## config.mk

```make
export PLATFORM = sky130hd
export DESIGN_NAME = keypad_scanner
export DESIGN_NICKNAME = d
export VERILOG_FILES = /design/src/rtl/keypad_scanner.sv
export SDC_FILE = /design/constraint.sdc
export NUM_CORES = 1
export LEC_CHECK = 0
export ABC_AREA = 1
export CORE_AREA = 2 2 86 88
export CTS_BUF_LIST = sky130_fd_sc_hd__clkbuf_4 sky130_fd_sc_hd__clkbuf_8
export DETAILED_ROUTE_END_ITERATION = 6
export DIE_AREA = 0 0 88 90
export PLACE_DENSITY_LB_ADDON = 0.25
export SLEW_MARGIN = 10
export SYNTH_ARGS = -nofsm -noshare
export SYNTH_HDL_FRONTEND = slang
export SYNTH_SLANG_ARGS = --single-unit
```

## constraint.sdc

```tcl
create_clock -name clk -period 1.8 [get_ports clk]
set_input_delay 0.18 -clock clk [delete_from_list [all_inputs] [get_ports clk]]
set_output_delay 0.18 -clock clk [all_outputs]
set_load 0.01 [all_outputs]
```

## src/rtl/keypad_scanner.sv

```systemverilog
// 4x4 matrix keypad scanner: strobes one active-low row at a time, reads the
// column lines back and delivers one debounced 4-bit key code per press.
module keypad_scanner #(
    parameter int SCAN_DIV       = 100000,
    parameter int DEBOUNCE_SCANS = 10
) (
    input  logic       clk,
    input  logic       rst,
    input  logic [3:0] col_in,
    output logic [3:0] row_out,
    output logic [3:0] key_code,
    output logic       key_valid,
    output logic       key_held
);

    localparam int DIV_W = $clog2(SCAN_DIV);
    localparam int DB_W  = $clog2(DEBOUNCE_SCANS + 1);
    localparam logic [DIV_W-1:0] DIV_LAST = DIV_W'(SCAN_DIV - 1);
    localparam logic [DB_W-1:0]  DB_DONE  = DB_W'(DEBOUNCE_SCANS);

    typedef enum logic [1:0] {
        SCAN     = 2'd0,
        DEBOUNCE = 2'd1,
        HELD     = 2'd2
    } state_t;

    logic [3:0]       sync_reg;
    logic [3:0]       cs_reg;
    logic [DIV_W-1:0] div_reg;
    logic             tick;

    state_t           state_reg;
    logic [1:0]       row_reg;
    logic [1:0]       cand_reg;
    logic [DB_W-1:0]  agree_reg;
    logic [DB_W-1:0]  release_reg;
    logic [3:0]       row_out_reg;
    logic [3:0]       key_code_reg;
    logic             key_valid_reg;
    logic             key_held_reg;

    logic [3:0]       col_match;
    logic             single;
    logic [1:0]       col_idx;
    logic [1:0]       row_adv;
    logic [3:0]       row_adv_drive;
    logic [DB_W-1:0]  agree_inc;
    logic [DB_W-1:0]  release_inc;

    // Two-flop synchronizer; idles at all-high so reset looks like "no key".
    always_ff @(posedge clk) begin
        if (rst) begin
            sync_reg <= 4'b1111;
            cs_reg   <= 4'b1111;
        end else begin
            sync_reg <= col_in;
            cs_reg   <= sync_reg;
        end
    end

    // Free-running scan divider, independent of the FSM state.
    always_ff @(posedge clk) begin
        if (rst) begin
            div_reg <= '0;
        end else if (tick) begin
            div_reg <= '0;
        end else begin
            div_reg <= div_reg + 1'b1;
        end
    end

    assign tick = (div_reg == DIV_LAST);

    // A column matches only when it is the sole low line.
    genvar gi;
    generate
        for (gi = 0; gi < 4; gi++) begin : g_col
            assign col_match[gi] = (cs_reg == ~(4'b0001 << gi));
        end
        for (gi = 0; gi < 4; gi++) begin : g_row
            assign row_adv_drive[gi] = (row_adv != 2'(gi));
        end
    endgenerate

    assign single = |col_match;

    always_comb begin
        col_idx = 2'd0;
        for (int i = 0; i < 4; i++) begin
            if (col_match[i]) begin
                col_idx = 2'(i);
            end
        end
    end

    assign row_adv     = row_reg + 2'd1;
    assign agree_inc   = agree_reg + 1'b1;
    assign release_inc = release_reg + 1'b1;

    function automatic logic [3:0] key_lookup(input logic [1:0] r, input logic [1:0] c);
        logic [3:0] code;
        case ({r, c})
            4'b00_00: code = 4'h1;
            4'b00_01: code = 4'h2;
            4'b00_10: code = 4'h3;
            4'b00_11: code = 4'hA;
            4'b01_00: code = 4'h4;
            4'b01_01: code = 4'h5;
            4'b01_10: code = 4'h6;
            4'b01_11: code = 4'hB;
            4'b10_00: code = 4'h7;
            4'b10_01: code = 4'h8;
            4'b10_10: code = 4'h9;
            4'b10_11: code = 4'hC;
            4'b11_00: code = 4'hE;
            4'b11_01: code = 4'h0;
            4'b11_10: code = 4'hF;
            default:  code = 4'hD;
        endcase
        return code;
    endfunction

    // Scan / debounce / held FSM; every decision is taken on a tick.
    always_ff @(posedge clk) begin
        if (rst) begin
            state_reg     <= SCAN;
            row_reg       <= 2'd0;
            cand_reg      <= 2'd0;
            agree_reg     <= '0;
            release_reg   <= '0;
            row_out_reg   <= 4'b1110;
            key_code_reg  <= 4'h0;
            key_valid_reg <= 1'b0;
            key_held_reg  <= 1'b0;
        end else begin
            key_valid_reg <= 1'b0;
            if (tick) begin
                case (state_reg)
                    SCAN: begin
                        if (single) begin
                            cand_reg  <= col_idx;
                            agree_reg <= '0;
                            state_reg <= DEBOUNCE;
                        end else begin
                            row_reg     <= row_adv;
                            row_out_reg <= row_adv_drive;
                        end
                    end
                    DEBOUNCE: begin
                        if (single && (col_idx == cand_reg)) begin
                            agree_reg <= agree_inc;
                            if (agree_inc == DB_DONE) begin
                                key_code_reg  <= key_lookup(row_reg, cand_reg);
                                key_valid_reg <= 1'b1;
                                key_held_reg  <= 1'b1;
                                release_reg   <= '0;
                                state_reg     <= HELD;
                            end
                        end else begin
                            row_reg     <= row_adv;
                            row_out_reg <= row_adv_drive;
                            state_reg   <= SCAN;
                        end
                    end
                    HELD: begin
                        // Any low column on the held row restarts the release count.
                        if (cs_reg == 4'b1111) begin
                            if (release_inc == DB_DONE) begin
                                release_reg  <= '0;
                                key_held_reg <= 1'b0;
                                row_reg      <= row_adv;
                                row_out_reg  <= row_adv_drive;
                                state_reg    <= SCAN;
                            end else begin
                                release_reg <= release_inc;
                            end
                        end else begin
                            release_reg <= '0;
                        end
                    end
                    default: begin
                        state_reg <= SCAN;
                    end
                endcase
            end
        end
    end

    assign row_out   = row_out_reg;
    assign key_code  = key_code_reg;
    assign key_valid = key_valid_reg;
    assign key_held  = key_held_reg;

endmodule

```

==> results.txt <==
Gr usage total = 14.2%
Initial antenna violation count = 0
Synth-to-layout area growth = 17.9%
Crit path kind = reg2reg
Post-synth EDFFs = 0
CP arrival = 1.89 ns
Final Cell Area = 3180 sq um
Ys Warns = 0
Count leader, synth = nand2_1
Worst-margin pin slew = 0.394 ns
Post-DP HPWL = 3830 um
Main synth FF type = dfxtp_1
XOR/XNOR share of the synthesized area = 1.30%
Area of the multi-input gates = 1540 sq um
Slew headroom = 73.7%
WL final = 5140 um
Yosys top cell by area = dfxtp_1
FP Rows = 31
CP endpoint = key_held$_SDFFE_PP0P_
Final setup margin = 0.146 ns
Largest family of logic cells by synthesized area = simple AND/OR/NAND/NOR gates
Cts hold-fix bufs = 0
Number of remaining DRC errors = 0
Routability cong. = 0.798
Slew Limit Fails = 0
Max FO, Critical Path = 4
Remaining global-route overflow = 0
Crit path launch = div_reg[0]$_SDFF_PP0_
Starting Density = 38.5%
CTS tree = built
Reg2reg path depth = 11
Total Power = 1.93 mW
Antenna Nets Post-Route = 0
Avg Vias per Cell = 4.53
Placed Cells = 496
Fin crit share = 91.9%
Final Non-Filler Cells = 508
First-pass GRT wire length = 9220 um
Vias = 2,299
Post-synthesis sequential element count = 49
Pwr dens = 607 nW/um^2
Seq/Total Area, Yosys = 36.3%
Compound-Gate Fraction of Synth Area = 7.60%
Reg2reg end = key_held$_SDFFE_PP0P_
Die area = 7920 sq um
Max Clk Rate = 605 MHz
Clk sinks = 49
R2R Setup Slk = 0.15 ns
TritonRoute pass-1 iters = 4
Synth Area in Simple Gates = 40.5%
Htree depth = 2
Worst-path clk slew = 0.09 ns
Die X = 88 um
Root buf cell = clkbuf_8
Min Tclk post-route = 1.65 ns
Outcome = finished clean
Slowest stage delay, CP = 0.37 ns
Nets = 428
Die height = 90 um
Hold Fails Final Rpt = 0
Synth Net Count = 401
Max FFs per register = 17
Sequential cell area = 990 sq um
Class of the worst hold path = reg2reg
Synth Area in Adders = 6.49%
Diodes inserted = 0
Core box area = 7020 sq um
Final setup fails = 0
Post-Syn Area = 2700 sq um
Longest Clk Path Bufs = 2
Setup TNS = 0 ns
Peak supply drop = 341 uV
IO Port Bufs = 15
Largest net degree at the start of global routing = 23
Vias in the first global route = 2,162
Crit path launch type = flip-flop
Async SR Flop Fraction = 0%
Final clock skew = 0.0115 ns
Synthesized netlist cell count = 381
Leak = 1.36 nW
R2R Path Start = div_reg[0]$_SDFF_PP0_
CP max-delay cell = dfxtp_4
DP Area = 3010 sq um
Share of layout cells above drive strength 1 = 17.6%
CP Cell Sequence = ha_4, nand2_1, inv_2, nand2_2, nand3b_1, nor2_4, nand2_4, buf_4, a21oi_1, nand2_1, a21oi_1
Fillcell total = 710
Worst-skew pair later-pin latency = 0.30 ns
CP required = 2.04 ns
Mean Syn Cell Area = 7.09 sq um
Setup Slack @ Placement = 0.105 ns
Synth cell types = 37
CTS Buf Count = 5
Number of DRC markers after the initial detailed-route iteration = 91
Mux cell area share after synthesis = 0%
Post-synth top area share = 36.3%
WL/cell = 10.1 um
Largest cells by area after synthesis = dfxtp_1 (36%), nand2_1 (13%), nor2_1 (7.1%), ha_1 (6.5%), inv_1 (5.7%)
Max-Cap Viols = 0
Boundary pin count = 16
RSZ-0062 raised after global routing = true
Most instantiated cells after synthesis = nand2_1 (91), nor2_1 (51), dfxtp_1 (49), inv_1 (41), nand3_1 (24)
Crit path capture type = flip-flop
==> per-stage QoR <==
step           hold WS [ns]  util, %
2_1_floorplan         0.284        -
3_3_place_gp          0.394     42.9
3_5_place_dp          0.392     42.9
4_1_cts               0.412     44.3
5_1_grt               0.426     45.4
6_report              0.411     45.4
==> layer usage <==
layer / GRT usage (%) / wire [um] / vias up
li1: - / - / 1257
met1: 18.2 / 2540 / 1009
met2: 23.4 / 2370 / 28
met3: 3.03 / 155 / 5
met4: 4.62 / 75 / 0
met5: 0 / 0 / -
==> cells in the final DEF (no fill, tap or decap), types with 10 or more instances in the layout <==
cell / Yosys / final
nor2_1: 51 / 50
or2_2: 10 / 10
clkdlybuf4s50_1: 0 / 15
inv_1: 41 / 41
nand3_1: 24 / 24
a21oi_1: 20 / 20
ha_1: 14 / 13
dfxtp_1: 49 / 44
nand2_2: 9 / 12
nand2_1: 91 / 88
==> power by group <==
group          switching, mW  total, mW  internal, mW
registers            0.00905       1.11          1.10
clock network          0.363      0.711         0.348
logic                 0.0687      0.114        0.0457
total                  0.441       1.93          1.49
==> worst max-delay path: cells and delay by family (launching register included) <==
kind	cells	cell delay, ns
and+or+nand+nor	6	0.67
adders and majority gates	1	0.13
AOI/OAI and AO/OA	2	0.22
buffers and inverters	2	0.22
DFF	1	0.37
==> logic make-up after synthesis <==
logic type | after synthesis
and+or+nand+nor | 222
buffers and inverters | 55
DFF | 49
AOI/OAI and AO/OA | 37
adders and majority gates | 14
xor gates and xnor gates | 4
==> layout make-up <==
class	instances	share of cell area, %
multi-input combinational	277	48.5
tap	99	3.89
inverter	50	5.89
clock buffer	7	3.03
timing repair buffer	25	7.47
clock inverter	1	0.157
sequential	49	31.1
==> how the worst min path moves through the flow <==
stage	slack [ns]	depth (start not counted)	endpoint	startpoint
3_3_place_gp	0.39	1	cs_reg[2]$_SDFF_PP1_	sync_reg[2]$_SDFF_PP1_
6_report	0.41	1	cs_reg[0]$_SDFF_PP1_	sync_reg[0]$_SDFF_PP1_
2_1_floorplan	0.28	1	sync_reg[0]$_SDFF_PP1_	col_in[0]
4_1_cts	0.41	1	cs_reg[0]$_SDFF_PP1_	sync_reg[0]$_SDFF_PP1_
3_5_place_dp	0.39	1	cs_reg[0]$_SDFF_PP1_	sync_reg[0]$_SDFF_PP1_
5_1_grt	0.43	1	cs_reg[3]$_SDFF_PP1_	sync_reg[3]$_SDFF_PP1_
==> timing repair <==
| item | CTS | global route |
|---|---|---|
| resized for setup | 0 | 14 |
| buffers inserted | 0 | 4 |
| endpoints found under the setup margin | 0 | 14 |
Note: power is estimated with default switching activity, not from simulation.
==> variant 1: new RTL, same settings <==
Reset style: asynchronous (`rst`), changed in 3 clocked blocks. Comments in the files are not updated.
--- a/src/rtl/keypad_scanner.sv
+++ b/src/rtl/keypad_scanner.sv
@@ -49,5 +49,5 @@
 
     // Two-flop synchronizer; idles at all-high so reset looks like "no key".
-    always_ff @(posedge clk) begin
+    always_ff @(posedge clk or posedge rst) begin
         if (rst) begin
             sync_reg <= 4'b1111;
@@ -60,5 +60,5 @@
 
     // Free-running scan divider, independent of the FSM state.
-    always_ff @(posedge clk) begin
+    always_ff @(posedge clk or posedge rst) begin
         if (rst) begin
             div_reg <= '0;
@@ -122,5 +122,5 @@
 
     // Scan / debounce / held FSM; every decision is taken on a tick.
-    always_ff @(posedge clk) begin
+    always_ff @(posedge clk or posedge rst) begin
         if (rst) begin
             state_reg     <= SCAN;
Function: no difference found for any inputs over 10 cycles, from zero or initial values and one cycle with rst high; that may be too few to reach the edited logic, so the function may still have changed.
==> variant 1 against the original RTL <==
  * Final area up 8.1%
  * Total power grew 12%
  * Clock skew decreased by 0.0078 ns
  * Critical path type unchanged
  * Critical path depth decreased by 2
  * Sequential cell count is the same
  * Setup slack got worse by 0.035 ns
  * Synthesized area grew 5.8%
  * Worst hold slack lost 0.21 ns
  * Wire length increased by 6.6%
  * Non-clock buffer count rose by 6
==> variant 1: results (changes against the original RTL) <==
Status
  • Outcome: finished, final reports clean (unchanged)

Placement
  • Placer Congestion: 0.853 (was 0.798)
  • Setup WS pre-CTS: -0.0436 ns (was 0.105 ns)
  • Post-DP HPWL: 4240 um (was 3830 um)

Worst setup path
  • Critical register-to-register path startpoint: cs_reg[1]$_DFF_PP1_ (was div_reg[0]$_SDFF_PP0_)
  • CP max FO: 5 (was 4)
  • Flop2flop setup slack: 0.11 ns (was 0.15 ns)
  • Slowest stage delay, CP: 0.56 ns (was 0.37 ns)
  • Crit path max-delay cell type: dfstp_2 (was dfxtp_4)
  • Beginning of the critical path: cs_reg[1]$_DFF_PP1_ (was div_reg[0]$_SDFF_PP0_)

Logic synthesis
  • Synth cell count leaders: nand2_1 (90), inv_1 (54), dfrtp_1 (38), nor2_1 (26), nand3_1 (25) (was nand2_1 (91), nor2_1 (51), dfxtp_1 (49), inv_1 (41), nand3_1 (24))
  • Synth Flop Type: dfrtp_1 (was dfxtp_1)
  • Distinct cells, synth: 39 (was 37)
  • Seq/Total Area, Yosys: 43.4% (was 36.3%)
  • Post-Syn Nets: 374 (was 401)
  • Synth top area cells: dfrtp_1 (33%), nand2_1 (12%), dfstp_2 (10%) (was dfxtp_1 (36%), nand2_1 (13%), nor2_1 (7.1%))
  • Async SR Flop Fraction: 100% (was 0%)

Final layout
  • Nonclk buf count: 31 (was 25)
  • Inverters: 59 (was 50)
  • Fraction of area in multi-input gates: 41.7% (was 48.5%)
  • Share of post-route cells with drive strength above 1: 20.2% (was 17.6%)
  • # fillers: 674 (was 710)
  • Clock network area share: 4.00% (was 3.18%)
  • Multi-input comb cells: 245 (was 277)
  • Layout Nets: 411 (was 428)
  • Fraction of area in registers: 36.0% (was 31.1%)

Hold path
  • Min-delay worst type: in -> async (was reg -> reg)

GRT
  • First-pass GRT wire length: 9340 um (was 9220 um)
  • Antenna violations before repair: 0 (unchanged)
  • Met2 GRT Util: 23.0% (was 23.4%)
  • Vias in the first global route: 2130 (was 2162)
  • GRT met3 Usage: 3.12% (was 3.03%)
  • Global-route met1 utilization: 19.6% (was 18.2%)
  • Largest net degree at the start of global routing: 24 (was 23)
  • Total track usage: 14.6% (was 14.2%)

STA
  • Clk_skew: 0.00375 ns (was 0.0115 ns)
  • WHS: 0.205 ns (was 0.411 ns)
  • Worst setup margin: 0.112 ns (was 0.146 ns)
  • Rel. slew slack: 67.3% (was 73.7%)

Route
  • 1st-iter DRT viols: 131 (was 91)
  • Met2 Routed Length: 2640 um (was 2370 um)
  • Met1 wire length: 2570 um (was 2540 um)
  • Routed wl met3: 187 um (was 155 um)
  • Vias per cell: 4.70 (was 4.53)
  • Average wire per standard cell: 11.2 um (was 10.1 um)

Power
  • Clock group share of total power: 43.7% (was 36.8%)
  • Max VDD drop: 0.000487 V (was 0.000341 V)
  • Int Pwr: 1.71 mW (was 1.49 mW)
  • Comb pwr: 0.0964 mW (was 0.114 mW)
  • Leakage power: 1.62 nW (was 1.36 nW)

Clock tree
  • Post-cts gate resize count: 1 (was 0)
  • Num CTS Buffers: 5 (unchanged)
-- variant 1: cell families after synthesis --
logic type                 Yosys count  synth area share, %
AOI/OAI and AO/OA                   36                 7.79
and+or+nand+nor                    186                 31.9
muxes                                1                0.350
adders and majority gates           14                 6.13
xor gates and xnor gates             8                 2.45
DFF                                 49                 43.4
buffers and inverters               60                 8.01
-- variant 1: worst paths after layout --
path	to	cells after the start
max	state_reg[0]$_DFFE_PP0P_	9
min	cand_reg[1]$_DFFE_PP0P_	2
max reg2reg	state_reg[0]$_DFFE_PP0P_	9
min reg2reg	cs_reg[1]$_DFF_PP1_	0
max in group asynchronous	cs_reg[0]$_DFF_PP1_	3
min in group clk	sync_reg[2]$_DFF_PP1_	1
-- variant 1: metrics by stage --
step	instance area, um2	total power [mW]	instances	TNS (ns)
4_1_cts	3360	2.19	486	0
5_1_grt	3440	2.25	491	-0.104
6_report	3440	2.16	491	0
2_1_floorplan	2860	1.19	354	0
3_5_place_dp	3210	1.23	476	-0.0579
3_3_place_gp	3210	1.23	476	-0.0227
==> variant 2: new RTL, config.mk and constraints unchanged <==
Without the edit above. `SCAN_DIV`: 100000 -> 25000.
--- a/src/rtl/keypad_scanner.sv
+++ b/src/rtl/keypad_scanner.sv
@@ -2,5 +2,5 @@
 // column lines back and delivers one debounced 4-bit key code per press.
 module keypad_scanner #(
-    parameter int SCAN_DIV       = 100000,
+    parameter int SCAN_DIV       = 25000,
     parameter int DEBOUNCE_SCANS = 10
 ) (
Behaviour: same outputs for any inputs over 10 cycles, from zero or initial values and one cycle with rst high; that may be too few to reach the edited logic, so the function may still have changed.
==> variant 2 against the original RTL <==
  * Final area shrank 6.0%
  * Synthesized area fell by 4.8%
  * Critical path depth is 3 lower
  * First-iteration DRC count increased by 53%
  * Non-clock buffer count is 2 lower
  * Synthesized cell count down 2.4%
  * Global-route usage fell by 0.74 points
  * Setup slack gained 0.017 ns
  * Sequential cell count shrank 2
  * Total power down 4.0%
  * Wire length fell by 5.5%
  * Sequential power down 5%
  * Critical endpoint is now div_reg[14]$_SDFF_PP0_
  * Largest power group unchanged
==> variant 2: results (changes against the original RTL) <==
Logic synthesis
  • Synth top area cells: dfxtp_1 (37%), nand2_1 (13%), nor2_1 (8.3%) (was dfxtp_1 (36%), nand2_1 (13%), nor2_1 (7.1%))
  • Synth cell count leaders: nand2_1 (89), nor2_1 (57), dfxtp_1 (47), inv_1 (46), nand3_1 (22) (was nand2_1 (91), nor2_1 (51), dfxtp_1 (49), inv_1 (41), nand3_1 (24))
  • Distinct cells, synth: 30 (was 37)
  • Post-Syn Nets: 392 (was 401)
  • Post-synthesis cell count: 372 (was 381)

Hold path
  • Hold worst-path end: cs_reg[3]$_SDFF_PP1_ (was cs_reg[0]$_SDFF_PP1_)
  • Hold Crit Start: sync_reg[3]$_SDFF_PP1_ (was sync_reg[0]$_SDFF_PP1_)

STA
  • Worst-margin pin slew: 0.473 ns (was 0.394 ns)
  • FMAX: 611 MHz (was 605 MHz)
  • Clk_skew: 0.00407 ns (was 0.0115 ns)

Placement
  • Placer Congestion: 0.866 (was 0.798)
  • Placed instance area: 2880 um2 (was 3010 um2)
  • Cell Count Post-Placement: 489 (was 496)

Status
  • Outcome: finished, final reports clean (unchanged)

Worst setup path
  • Crit path max-delay cell type: dfxtp_1 (was dfxtp_4)
  • Crit Reg-Reg Endpoint: div_reg[14]$_SDFF_PP0_ (was key_held$_SDFFE_PP0P_)
  • Worst R2R Path Depth: 8 (was 11)

GRT
  • First-pass GRT wire length: 8630 um (was 9220 um)
  • GRT met3 Usage: 2.75% (was 3.03%)
  • Total track usage: 13.5% (was 14.2%)
  • Met2 GRT Util: 22.3% (was 23.4%)
  • Largest net degree at the start of global routing: 18 (was 23)

Route
  • Routed wl met3: 116 um (was 155 um)
  • 1st-iter DRT viols: 139 (was 91)
  • Routed vias: 2196 (was 2299)
  • Met1 wire length: 2430 um (was 2540 um)

Power
  • Clock group share of total power: 37.3% (was 36.8%)
  • Gate power share: 5.6% (was 5.9%)
  • Max VDD drop: 0.000416 V (was 0.000341 V)
  • Switching Fraction: 25.5% (was 22.8%)
  • Switching power total: 0.474 mW (was 0.441 mW)

Final layout
  • Max FFs per register: 15 (was 17)
  • # fillers: 740 (was 710)
variant 2: changes by cell type after synthesis, sizes merged, moves of 2 or more:
cell	change
a21oi	-4
o31ai	-2
nand2	-7
nor2	+11
nor3	-2
dfxtp	-2
o21ai	+2
nand3	-3
variant 2: cells by family (layout without fill, tap and decap cells):
logic type	after synthesis	after routing	share of synthesized area, %
and+or+nand+nor	220	220	40.6
buffers and inverters	55	81	8.18
DFF	47	47	36.6
AOI/OAI and AO/OA	33	33	6.82
adders and majority gates	14	14	6.82
xor gates and xnor gates	3	3	1.02
variant 2: area by class of cell:
cell class	count	area share, %
Clock inverter	3	0.919
Clock buffer	5	2.30
Timing Repair Buffer	23	7.02
Tap cell	99	4.14
Inverter	50	6.27
Multi-Input combinational cell	270	47.8
Sequential cell	47	31.6
variant 2: repair_timing:
| action | CTS | global route |
|---|---|---|
| endpoints found under the setup margin | 0 | 16 |
| hold endpoints to repair | 0 | 0 |
| gates resized for setup | 0 | 7 |
